File: src/rtl/mmio_port_bank_pkg.sv
// Shared address-map constants, region encoding and address decode helper for mmio_port_bank.
package mmio_pkg;

  localparam int unsigned DEF_PORT_COUNT     = 8;
  localparam int unsigned DEF_WORDS_PER_PORT = 2;
  localparam int unsigned STATUS_OFF         = DEF_PORT_COUNT * DEF_WORDS_PER_PORT;
  localparam int unsigned IRQ_MASK_OFF       = STATUS_OFF + 1;
  localparam int unsigned NONEMPTY_LSB       = 0;

  typedef enum logic [1:0] {
    RGN_PORT,
    RGN_STATUS,
    RGN_MASK,
    RGN_NONE
  } region_e;

  typedef struct packed {
    region_e     region;
    logic [31:0] port;
    logic [31:0] word;
  } decode_t;

  function automatic int unsigned ovf_lsb(input int unsigned n);
    return n;
  endfunction

  // Words per port is a power of two, so port/word split is a shift and a mask.
  function automatic decode_t decode_addr(input logic [31:0] off, input int unsigned n,
                                          input int unsigned w_log);
    decode_t     d;
    int unsigned nw;
    nw       = n << w_log;
    d.region = RGN_NONE;
    d.port   = '0;
    d.word   = '0;
    if (off < nw) begin
      d.region = RGN_PORT;
      d.port   = off >> w_log;
      d.word   = off & ((32'd1 << w_log) - 32'd1);
    end else if (off == nw) begin
      d.region = RGN_STATUS;
    end else if (off == nw + 1) begin
      d.region = RGN_MASK;
    end
    return d;
  endfunction

endpackage

File: src/rtl/mmio_port_bank_fifo.sv
// Per-port input FIFO; each entry carries every word of one port. DEPTH is a power of two >= 2.
module mmio_port_fifo #(
  parameter int unsigned WIDTH = 32,
  parameter int unsigned DEPTH = 4
) (
  input  logic             clk,
  input  logic             rst,
  input  logic             push,
  input  logic             pop,
  input  logic [WIDTH-1:0] wdata,
  output logic [WIDTH-1:0] head,
  output logic             empty,
  output logic             full
);

  localparam int unsigned PW = $clog2(DEPTH);

  logic [WIDTH-1:0] mem [DEPTH];
  logic [PW:0]      wr_ptr;
  logic [PW:0]      rd_ptr;
  logic             do_push;
  logic             do_pop;

  // A pop frees the head slot in the same cycle, so a full FIFO still accepts the push.
  assign do_pop  = pop && !empty;
  assign do_push = push && (!full || do_pop);

  always_ff @(posedge clk) begin
    if (rst) begin
      wr_ptr <= '0;
      rd_ptr <= '0;
    end else begin
      if (do_push) wr_ptr <= wr_ptr + (PW+1)'(1);
      if (do_pop)  rd_ptr <= rd_ptr + (PW+1)'(1);
    end
  end

  always_ff @(posedge clk) begin
    if (!rst && do_push) mem[wr_ptr[PW-1:0]] <= wdata;
  end

  assign head  = mem[rd_ptr[PW-1:0]];
  assign empty = (wr_ptr == rd_ptr);
  assign full  = (wr_ptr[PW] != rd_ptr[PW]) && (wr_ptr[PW-1:0] == rd_ptr[PW-1:0]);

endmodule

File: src/rtl/mmio_port_bank.sv
// Memory-mapped port bank: output word registers, per-port input FIFOs, status register.
// Define MMIO_IRQ_EN to add the irq output and the IRQ_MASK register.
module mmio_port_bank
  import mmio_pkg::*;
#(
  parameter int unsigned DATA_WIDTH     = 16,
  parameter int unsigned ADDR_WIDTH     = 16,
  parameter int unsigned PORT_EXPONENT  = 3,
  parameter int unsigned WORDS_PER_PORT = 2,
  parameter int unsigned FIFO_DEPTH     = 4,
  parameter int unsigned BASE_ADDR      = 0
) (
  input  logic                                                    clk,
  input  logic                                                    rst,
  input  logic                                                    read,
  input  logic                                                    write,
  input  logic [ADDR_WIDTH-1:0]                                   addr,
  input  logic [DATA_WIDTH-1:0]                                   d_in,
  output logic [DATA_WIDTH-1:0]                                   d_out,
  input  logic [DATA_WIDTH*(2**PORT_EXPONENT)*WORDS_PER_PORT-1:0] port_d_in,
  input  logic [(2**PORT_EXPONENT)-1:0]                           port_push,
  output logic [DATA_WIDTH*(2**PORT_EXPONENT)*WORDS_PER_PORT-1:0] port_d_out,
  output logic [(2**PORT_EXPONENT)-1:0]                           port_inform_write,
  output logic [(2**PORT_EXPONENT)-1:0]                           port_inform_read
`ifdef MMIO_IRQ_EN
  ,
  output logic                                                    irq
`endif
);

  localparam int unsigned N       = 2**PORT_EXPONENT;
  localparam int unsigned W       = WORDS_PER_PORT;
  localparam int unsigned WLOG    = $clog2(W);
  localparam int unsigned NW      = N * W;
  localparam int unsigned FW      = DATA_WIDTH * W;
  localparam int unsigned PB      = (PORT_EXPONENT > 0) ? PORT_EXPONENT : 1;
  localparam int unsigned WB      = (W > 1) ? WLOG : 1;
  localparam int unsigned IW      = (NW > 1) ? $clog2(NW) : 1;
  localparam int unsigned OVF_LSB = ovf_lsb(N);

  logic [ADDR_WIDTH-1:0] off;
  decode_t               dec;
  logic                  dec_unused;
  logic [PB-1:0]         sel_port;
  logic [WB-1:0]         sel_word;
  logic [IW-1:0]         sel_idx;
  logic                  sel_last;

  logic [FW-1:0]         fifo_head [N];
  logic [DATA_WIDTH-1:0] head_words [N][W];
  logic [N-1:0]          fifo_empty;
  logic [N-1:0]          fifo_full;
  logic [N-1:0]          pop;
  logic [N-1:0]          ovf_q;
  logic [N-1:0]          ovf_set;
  logic                  clr_ovf;
  logic [DATA_WIDTH-1:0] out_q [NW];
  logic [DATA_WIDTH-1:0] rd_data;
  logic [DATA_WIDTH-1:0] status_word;
`ifdef MMIO_IRQ_EN
  logic [N-1:0]          mask_q;
`endif

  assign off        = addr - ADDR_WIDTH'(BASE_ADDR);
  assign dec        = decode_addr(32'(off), N, WLOG);
  assign dec_unused = ^dec;
  assign sel_port   = PB'(dec.port);
  assign sel_word   = WB'(dec.word);
  assign sel_idx    = IW'(dec.port * W + dec.word);
  assign sel_last   = (dec.word == W - 1);

  for (genvar p = 0; p < N; p++) begin : g_port
    mmio_port_fifo #(
      .WIDTH(FW),
      .DEPTH(FIFO_DEPTH)
    ) u_fifo (
      .clk  (clk),
      .rst  (rst),
      .push (port_push[p]),
      .pop  (pop[p]),
      .wdata(port_d_in[p*FW +: FW]),
      .head (fifo_head[p]),
      .empty(fifo_empty[p]),
      .full (fifo_full[p])
    );
  end

  always_comb begin
    for (int unsigned p = 0; p < N; p++) begin
      for (int unsigned w = 0; w < W; w++) begin
        head_words[p][w] = fifo_head[p][w*DATA_WIDTH +: DATA_WIDTH];
      end
    end
  end

  always_comb begin
    for (int unsigned k = 0; k < NW; k++) begin
      port_d_out[k*DATA_WIDTH +: DATA_WIDTH] = out_q[k];
    end
  end

  always_comb begin
    status_word                          = '0;
    status_word[NONEMPTY_LSB +: N]       = ~fifo_empty;
    status_word[OVF_LSB +: N]            = ovf_q;
  end

  always_comb begin
    rd_data = '0;
    pop     = '0;
    clr_ovf = 1'b0;
    if (read) begin
      if (dec.region == RGN_PORT) begin
        if (!fifo_empty[sel_port]) begin
          rd_data = head_words[sel_port][sel_word];
          if (sel_last) pop[sel_port] = 1'b1;
        end
      end else if (dec.region == RGN_STATUS) begin
        rd_data = status_word;
        clr_ovf = 1'b1;
      end
`ifdef MMIO_IRQ_EN
      else if (dec.region == RGN_MASK) begin
        rd_data = DATA_WIDTH'(mask_q);
      end
`endif
    end
  end

  // Overflow only when the full FIFO is not also being popped this cycle.
  assign ovf_set = port_push & fifo_full & ~pop;

  always_ff @(posedge clk) begin
    if (rst) begin
      for (int unsigned k = 0; k < NW; k++) out_q[k] <= '0;
      ovf_q             <= '0;
      d_out             <= '0;
      port_inform_write <= '0;
      port_inform_read  <= '0;
`ifdef MMIO_IRQ_EN
      mask_q            <= '0;
      irq               <= 1'b0;
`endif
    end else begin
      port_inform_write <= '0;
      if (write && dec.region == RGN_PORT) begin
        out_q[sel_idx]              <= d_in;
        port_inform_write[sel_port] <= 1'b1;
      end
`ifdef MMIO_IRQ_EN
      if (write && dec.region == RGN_MASK) mask_q <= d_in[N-1:0];
      irq <= |(~fifo_empty & mask_q);
`endif
      if (read) d_out <= rd_data;
      port_inform_read <= pop;
      ovf_q            <= (clr_ovf ? '0 : ovf_q) | ovf_set;
    end
  end

endmodule

File: config.mk
export PLATFORM = sky130hd
export DESIGN_NAME = mmio_port_bank
export DESIGN_NICKNAME = d
export VERILOG_FILES = /design/src/rtl/mmio_port_bank_pkg.sv /design/src/rtl/mmio_port_bank_fifo.sv /design/src/rtl/mmio_port_bank.sv
export SDC_FILE = /design/constraint.sdc
export NUM_CORES = 1
export LEC_CHECK = 0
export CAP_MARGIN = 20
export CORE_MARGIN = 2
export CORE_UTILIZATION = 25
export DETAILED_ROUTE_END_ITERATION = 10
export SYNTH_ARGS = -nofsm -noshare
export SYNTH_HDL_FRONTEND = slang
export SYNTH_SLANG_ARGS = --single-unit
File: constraint.sdc
create_clock -name clk -period 10.2 [get_ports clk]
set_input_delay 1.53 -clock clk [delete_from_list [all_inputs] [get_ports clk]]
set_output_delay 1.53 -clock clk [all_outputs]
set_load 0.02 [all_outputs]
==> qor.yml <==
status: "finished, final reports clean"
grt_pass1_wl_um: 233000
drive_gt1_share_pct: 17.7
p_total_w: 0.0123
ys.flop_type: "edfxtp_1"
path_cells: "clkdlybuf4s50_1 -> nor4_1 -> and4_4 -> buf_4 -> mux2i_1 -> a222oi_1 -> a31oi_1 -> nor3b_1 -> and2_1 -> buf_4"
slew_headroom_pct: 24.5
fillCellCount: 20600
p_per_area_nw_per_um2: 180
h-tree-depth: 4
via_count: 29100
clk_path_buf_depth: 3
fp-row-count: 170
avgSynthCellArea_um2: 19.0
synthArstFlopShare_pct: 0
core_area_um2: 214000
crit_fanout: 49
overflow: 0
maxCapViolCount: 0
hold_path_class: "reg2reg"
setup_viol: 0
multiInputGateArea_um2: 12600
start_kind: "input port"
ctsHoldBuffers: 0
ys_seq_area_share_pct: 75.3
wl_per_cell_um: 26.8
final_common_cell: "edfxtp_1"
synth_area_leaders: "edfxtp_1 (71%), mux4_2 (11%), dfxtp_1 (3.9%)"
synth_top_area_share_pct: 71.4
wl_um: 173000
cp_common_cell: "buf_4"
crit_path_end_kind: "register"
cts_tree: "yes"
max_stage_delay_ns: 0.91
grt_max_degree: 56
synth_top_cell_by_area: "edfxtp_1"
start_util_pct: 25.1
ys_seq_elements: 1384
period_share_pct: 58.1
cp.required_ns: 10.63
cts_setup_buffers: 0
reg2reg_from: "g_port[1].u_fifo.wr_ptr[0]"
grt.total_usage_pct: 15.4
fin_skew_ns: 0.0477
yosysUniqueCellTypes: 63
setup_tns_ns: 0
r2r_slack_ns: 6.10
slew_violations: 0
drt_first_iter_violations: 2850
min_period_ns: 5.93
min_from: "g_port[4].u_fifo.wr_ptr[2]"
worst_slew_pin_slew_ns: 1.13
fmax_ghz: 0.169
insertion_delay_ns: 0.80
grt_pass1_vias: 28800
cts_buffers: 147
syn_nets: 3174
p_leak_nw: 22.0
arrival_ns: 6.36
seq_area_um2: 40500
antenna_found_initial: 126
drt_pass1_iterations: 5
clock-root-buffer: "clkbuf_16"
clkSinkCount: 1384
dp_hpwl_um: 126000
drc: 0
die_w_um: 468
antenna_left: 0
io_pins: 588
synthesis.instances: 2834
post_cts_resized: 0
syn2layout_area_growth_pct: 26.4
die_area_um2: 219000
port_buffers: 587
cts.clk_slew.worst_paths_ns: 0.06
fin_nets: 3820
ys_warn_count: 0
syn_area_um2: 53800
final_cell_mix: "edfxtp_1 (1280), clkdlybuf4s50_1 (584), mux4_2 (271)"
dieHeight_um: 468
rsz0062_at_grt: "false"
synth_edf_count: 1280
startpoint: "addr[4]"
critPathKind: "in2reg"
final-hold-violation-count: 0
place.gp.congestion: 0.818
viasPerCell: 4.51
ir_drop_v: 0.000140
slowest_stage: "nor3b_1"
report_power, final:
group,switching (W),internal (W),leakage (nW)
sequential,0.0000491,0.00637,12.6
combinational,0.000418,0.000291,7.14
clock,0.00230,0.00285,2.27
total,0.00277,0.00951,22.0
kinds of logic (layout without fill, tap and decap cells):
| family | Yosys count | count (layout) | share of synthesized area (%) |
|---|---|---|---|
| simple gates | 665 | 665 | 6.78 |
| flops | 1384 | 1384 | 75.3 |
| xor+xnor | 40 | 40 | 0.651 |
| mux | 339 | 339 | 12.6 |
| fa+ha+maj | 40 | 40 | 0.930 |
| compound gates | 172 | 172 | 2.32 |
| other cells | 0 | 23 | 0 |
| buf+inv | 194 | 958 | 1.41 |
through the flow:
| stage | hold WS (ns) | setup slack [ns] | utilization [%] | area, um^2 | cells |
|---|---|---|---|---|---|
| floorplan | 0.436 | 3.26 | - | 53800 | 2834 |
| global placement | 0.481 | 3.51 | 29.5 | 63200 | 6165 |
| detailed placement | 0.490 | 3.48 | 29.5 | 63300 | 6168 |
| CTS | 0.499 | 4.34 | 31.7 | 68000 | 6435 |
| global route | 0.524 | 4.05 | 31.7 | 68000 | 6444 |
| finish | 0.505 | 4.27 | 31.7 | 68000 | 6459 |
registers in the layout, summed over array words and instances (netlist names), named ones only:
signal and cells:
d_out 16, g_port.u_fifo.mem 1024, g_port.u_fifo.rd_ptr 24, g_port.u_fifo.wr_ptr 24, out_q 256, ovf_q 8
port_inform_read 8, port_inform_write 8
synth_stat cells, types with 8 or more instances:
| cell type | count |
|---|---|
| o2bb2ai_1 | 10 |
| nor3_2 | 9 |
| buf_1 | 25 |
| and2_1 | 230 |
| or2_2 | 15 |
| nand3_1 | 46 |
| nand4_1 | 15 |
| nor2_1 | 79 |
| o21ai_0 | 43 |
| ha_1 | 40 |
| mux2i_1 | 59 |
| nand2_1 | 140 |
| dfxtp_1 | 104 |
| mux2_2 | 8 |
| a22oi_1 | 18 |
| or3_1 | 14 |
| edfxtp_1 | 1280 |
| and3_1 | 66 |
| clkbuf_1 | 121 |
| a21oi_1 | 29 |
| mux4_2 | 271 |
| inv_1 | 30 |
| xnor2_1 | 19 |
| nor3_1 | 13 |
| a32oi_1 | 27 |
| xor2_1 | 21 |
| buf_2 | 15 |
metal layers:
metal / GRT usage [%] / routed length (um)
met1: 18.9 / 67100
met2: 24.9 / 81300
met3: 5.13 / 16400
met4: 6.67 / 7720
met5: 0 / 586
critical path, delay by kind of cell:
family | cells | cell delay, ns
and+or+nand+nor | 4 | 2.07
AOI/OAI and AO/OA | 2 | 0.74
muxes | 1 | 0.21
buffers and inverters | 3 | 1.75
path summary, 6_finish.rpt:
path                                     end  cells after the start
hold reg to reg   g_port[4].u_fifo.wr_ptr[2]                      2
setup reg to reg  g_port[7].u_fifo.mem[3][0]                      8
hold / removal    g_port[4].u_fifo.wr_ptr[2]                      2
setup / recovery  g_port[7].u_fifo.mem[3][0]                     10
layout make-up:
type	instances	area share, %
diodes	23	0.0846
clock buffers	175	5.61
multi-input cells	1256	18.6
flip-flops and latches	1384	59.6
well taps	2838	5.22
inverters	30	0.166
clock inverters	92	1.25
repair buffers	661	9.54
No activity file was read; power rests on OpenSTA's default activity.
